==> config.mk <==
export PLATFORM = sky130hd
export DESIGN_NAME = shift_engine
export DESIGN_NICKNAME = d
export VERILOG_FILES = /design/src/rtl/shift_pkg.sv /design/src/rtl/shift_engine.sv
export SDC_FILE = /design/constraint.sdc
export NUM_CORES = 1
export LEC_CHECK = 0
export CORE_ASPECT_RATIO = 1.25
export CORE_MARGIN = 3
export CORE_UTILIZATION = 45
export CTS_CLUSTER_SIZE = 25
export DETAILED_ROUTE_END_ITERATION = 12
export GPL_TIMING_DRIVEN = 0
export MAX_ROUTING_LAYER = met4
export PLACE_DENSITY = 0.73
export SLEW_MARGIN = 40
export SYNTH_ARGS = -nofsm -noshare
export SYNTH_HDL_FRONTEND = slang
export SYNTH_SLANG_ARGS = --single-unit
export TNS_END_PERCENT = 10
==> constraint.sdc <==
create_clock -name clk -period 2.01 [get_ports clk]
set_input_delay 0.3015 -clock clk [delete_from_list [all_inputs] [get_ports clk]]
set_output_delay 0.3015 -clock clk [all_outputs]
set_load 0.005 [all_outputs]
==> src/rtl/shift_pkg.sv <==
// Shared types and helpers for the serial shift engine.
package shift_pkg;

  typedef enum logic {
    ST_IDLE  = 1'b0,
    ST_SHIFT = 1'b1
  } state_t;

  // A requested count of 0, or one larger than the register, means a full-width transfer.
  function automatic int unsigned eff_nbits(input int unsigned nbits, input int unsigned width);
    return ((nbits == 0) || (nbits > width)) ? width : nbits;
  endfunction

endpackage

==> src/rtl/shift_engine.sv <==
// Full-duplex serial shift engine: parallel load, shift out on sdo while capturing sdi,
// programmable length and bit order, done pulse with right-aligned received word on q.
module shift_engine
  import shift_pkg::*;
#(
  parameter  int unsigned WIDTH = 8,
  localparam int unsigned CNT_W = $clog2(WIDTH + 1)
) (
  input  logic             clk,
  input  logic             clr_n,
  input  logic             start,
  input  logic [WIDTH-1:0] load_data,
  input  logic [CNT_W-1:0] nbits,
  input  logic             lsb_first,
  input  logic             tick,
  input  logic             sdi,
  output logic             sdo,
  output logic             busy,
  output logic             done,
  output logic [WIDTH-1:0] q
);

  localparam logic [WIDTH-1:0] ONES = '1;

  state_t           state_q, state_d;
  logic [WIDTH-1:0] shreg_q, shreg_d, shifted;
  logic [WIDTH-1:0] q_q, q_d;
  logic [CNT_W-1:0] cnt_q, cnt_d, n_q, n_d;
  logic             lsb_q, lsb_d;
  logic             done_q, done_d;

  always_ff @(posedge clk or negedge clr_n) begin
    if (!clr_n) begin
      state_q <= ST_IDLE;
      shreg_q <= '0;
      q_q     <= '0;
      cnt_q   <= '0;
      n_q     <= '0;
      lsb_q   <= 1'b0;
      done_q  <= 1'b0;
    end else begin
      state_q <= state_d;
      shreg_q <= shreg_d;
      q_q     <= q_d;
      cnt_q   <= cnt_d;
      n_q     <= n_d;
      lsb_q   <= lsb_d;
      done_q  <= done_d;
    end
  end

  always_comb begin
    state_d = state_q;
    shreg_d = shreg_q;
    q_d     = q_q;
    cnt_d   = cnt_q;
    n_d     = n_q;
    lsb_d   = lsb_q;
    done_d  = 1'b0;
    shifted = lsb_q ? {sdi, shreg_q[WIDTH-1:1]} : {shreg_q[WIDTH-2:0], sdi};

    unique case (state_q)
      ST_IDLE: begin
        if (start) begin
          shreg_d = load_data;
          cnt_d   = CNT_W'(eff_nbits(32'(nbits), WIDTH));
          n_d     = CNT_W'(eff_nbits(32'(nbits), WIDTH));
          lsb_d   = lsb_first;
          state_d = ST_SHIFT;
        end
      end
      ST_SHIFT: begin
        if (tick) begin
          shreg_d = shifted;
          cnt_d   = cnt_q - CNT_W'(1);
          if (cnt_q == CNT_W'(1)) begin
            state_d = ST_IDLE;
            done_d  = 1'b1;
            // LSB-first data enters at the top, so right-align by shifting down.
            q_d     = lsb_q ? (shifted >> (WIDTH - 32'(n_q))) : (shifted & ~(ONES << n_q));
          end
        end
      end
      default: state_d = ST_IDLE;
    endcase
  end

  assign sdo  = lsb_q ? shreg_q[0] : shreg_q[WIDTH-1];
  assign busy = (state_q == ST_SHIFT);
  assign done = done_q;
  assign q    = q_q;

endmodule

==> summary.txt <==
Run status
  • Status: finished, final reports clean

Floorplan
  • Core Region: 4131 sq um
  • Ports: 29
  • Initial core utilization: 0.4733
  • Die X: 64.97 microns
  • Die area: 5178 sq um
  • Die height: 79.71 microns
  • FP Rows: 26

Worst setup path
  • Slowest stage cell, crit path: mux4_2
  • Max FO, Critical Path: 6
  • Worst Setup End Kind: register
  • CP Cell Sequence: buf_6 -> inv_4 -> ha_4 -> mux4_2 -> mux2_4 -> mux2i_2 -> o21ai_1
  • Crit path launch: n_q[0]$_DFFE_PN0P_
  • Critical path class: reg2reg
  • CP max stage delay: 500 ps
  • Worst r2r src: n_q[0]$_DFFE_PN0P_
  • WP data required: 2190 ps
  • Kind of start point of the critical path: register
  • Worst EP arrival: 2160 ps

Clocking
  • CTS Root Cell: clkbuf_8
  • Clock latency on the worst-skew pair: 280 ps
  • CTS Buf Count: 3
  • Register clock-pin slew on the reported worst setup and hold paths: 100 ps
  • Clk buf depth: 2
  • Clock Sinks: 27
  • H-tree depth: 1
  • CTS tree: yes
  • Post-cts hold buffer count: 0

Final layout
  • # diodes: 0
  • Seq. cell area: 676.9 sq um
  • Fin util: 0.5930
  • Fill count: 379
  • Multi-input gate area: 1192 sq um
  • Area growth syn-to-layout: 25.27%
  • Layout cells sized above 1: 0.1748
  • Finished Layout Cells: 302
  • Most frequent cells in the layout: 27 x clkdlybuf4s50_1, 26 x dfrtp_1, 17 x nand2_1
  • Total Nets Final: 271
  • Most common cell after layout, fill and taps aside: clkdlybuf4s50_1

Job
  • Max Cap Viol: 0

STA
  • Relative slew slack: 0.5950
  • Worst Tran Pin Value: 607.5 ps
  • Count of final setup violators: 0
  • Clock Skew: 5.406 ps
  • Slew Limit Fails: 0
  • Fin. Hold Viols: 0
  • Period utilization: 0.9832
  • RSZ-0062 raised after global routing: true
  • Min Tclk post-route: 1976 ps
  • WHS: 10.61 ps
  • Fmax: 506.0 MHz
  • Fin Setup TNS: 0 ps

Global route
  • Global Route met3 Usage: 0.01690
  • Met1 GRT Util: 0.2516
  • Vias in the first global route: 1,564
  • Most Used Layer, Global Route: met2
  • Total Routing Usage GR: 0.1919
  • Pin count of the biggest net entering global routing: 28
  • Gr ovfl total: 0
  • Global-route wire length before repair: 7.514 mm
  • Initial antenna violation count: 0
  • Met2 Use GR: 0.3163

Synthesis
  • Syn Area/Cell: 9.447 sq um
  • Mapped cell area: 1956 sq um
  • Syn_nets: 231
  • Yosys warning count: 0
  • Sequential-to-total area share from yosys stat: 0.3455
  • Synth cell types: 42
  • Synthesis-stage register bit count: 27
  • Synthesized instance count: 207

Drt
  • Post-DR wirelength/cell: 14.97 microns
  • # DRC: 0
  • Routed vias/inst: 5.447
  • WL final: 4.522 mm
  • Drt first pass iters: 4
  • Initial DRC Count: 61
  • Vias: 1,645
  • Final ANT Viol Nets: 0

Pwr
  • P_leak: 0.9777 nW
  • P per Cell Area: 1441 nW/um^2
  • Tot Pwr: 3.531 mW
  • Maximum VDD drop: 716.8 uV

Placed design
  • PortBufs: 28
  • Post-DP HPWL: 3.354 mm
  • Gp weighted congestion: 0.8533
  • Placed cell count: 291

Hold path
  • Hold WC Path Type: in2async
## synth_stat cells
cell type   n  area share
mux2_2      4       0.023
or3b_2      1      0.0045
a31o_2      2      0.0090
nand4bb_1   1      0.0058
nand2_1    17       0.033
o21ai_0    15       0.038
mux2i_1    15       0.077
dfrtp_1    27        0.35
ha_1        6       0.038
mux2_4      1      0.0077
nand2b_4    1      0.0070
xnor2_1     1      0.0045
a31oi_1     2      0.0064
o21a_1      1      0.0038
nor2_1     11       0.021
o21ai_1     4       0.010
or2_0       1      0.0032
or4_4       1      0.0058
nor3_2      2       0.010
buf_4       3       0.012
nand3_1     2      0.0051
buf_1       1      0.0019
or2b_2      1      0.0045
clkbuf_1    8       0.015
o22a_1      2      0.0090
buf_2       4       0.010
o211ai_1    1      0.0038
nor3_1      4       0.010
a31o_1      1      0.0045
nand2b_1    7       0.022
mux4_1      2       0.027
nor3b_1     3       0.012
inv_1       8       0.015
buf_6       1      0.0058
mux4_2      5       0.058
a211oi_1    9       0.035
nor4b_1     1      0.0045
or3_1       2      0.0064
a21oi_1    15       0.038
nor2b_1    11       0.035
a21boi_0    1      0.0038
nand3b_1    2      0.0077
## final timing paths
check                                      to  slack, ps  depth (start not counted)
setup reg to reg             q[0]$_DFFE_PN0P_         30                          7
hold / removal             n_q[2]$_DFFE_PN0P_         10                          1
setup / recovery             q[0]$_DFFE_PN0P_         30                          7
hold reg to reg              q[1]$_DFFE_PN0P_        520                          2
max in group asynchronous  n_q[1]$_DFFE_PN0P_       1570                          1
min in group clk             q[1]$_DFFE_PN0P_        520                          2
## cell families (layout without fill, tap and decap cells)
| logic type | count (synthesis) | count (layout) | synth area share |
|---|---|---|---|
| and+or+nand+nor | 68 | 68 | 0.1977 |
| xor gates and xnor gates | 1 | 1 | 0.004479 |
| DFF | 27 | 27 | 0.3455 |
| adders and majority gates | 6 | 6 | 0.03839 |
| muxes | 27 | 27 | 0.1919 |
| AOI/OAI and AO/OA | 53 | 53 | 0.1619 |
| buffers and inverters | 25 | 64 | 0.06014 |
## state kept, by name, summed over array words and instances, names as in the netlist
| register | cells |
|---|---|
| shreg_q | 8 |
| q | 8 |
| busy | 1 |
| n_q | 4 |
| lsb_q | 1 |
| cnt_q | 4 |
| done | 1 |
## layout make-up
cell class	count	share of cell area
Sequential cell	27	0.2763
Timing Repair Buffer	37	0.1399
Multi-Input combinational cell	155	0.4867
Inverter	8	0.01328
Clock inverter	1	0.003064
Tap cell	56	0.02860
Buffer	15	0.03524
Clock buffer	3	0.01685
## power by group
| group | leakage, nW | internal [mW] | switching (mW) |
|---|---|---|---|
| Clock | 0.0217 | 0.141 | 0.189 |
| Combinational | 0.642 | 1.21 | 0.994 |
| Sequential | 0.314 | 0.776 | 0.217 |
| Total | 0.978 | 2.13 | 1.40 |
## worst max-delay path, delay by kind of cell (launching register included)
family / cells / cell delay, ps
flops: 1 / 410
fa+ha+maj: 1 / 300
buf+inv: 2 / 160
mux: 3 / 930
compound gates: 1 / 70
## metal layers
metal / vias to the layer above / share of wire
li1: 822 / -
met1: 789 / 0.47
met2: 29 / 0.49
met3: 5 / 0.023
met4: 0 / 0.013
met5: - / 0
## through the flow
step | worst slack, ps | instance area (sq um)
detailed placement | -125.8 | 2323
global placement | -131.3 | 2328
global route | -18.06 | 2450
floorplan | 3.054 | 1978
finish | 33.81 | 2450
CTS | -130.2 | 2370
## what timing repair did
action | 4_1_cts | 5_1_grt
pin swaps | 0 | 2
gates resized for setup | 1 | 7
setup buffers | 0 | 9
setup endpoints to repair | 6 | 8
Power figures use the tool's default switching activity.
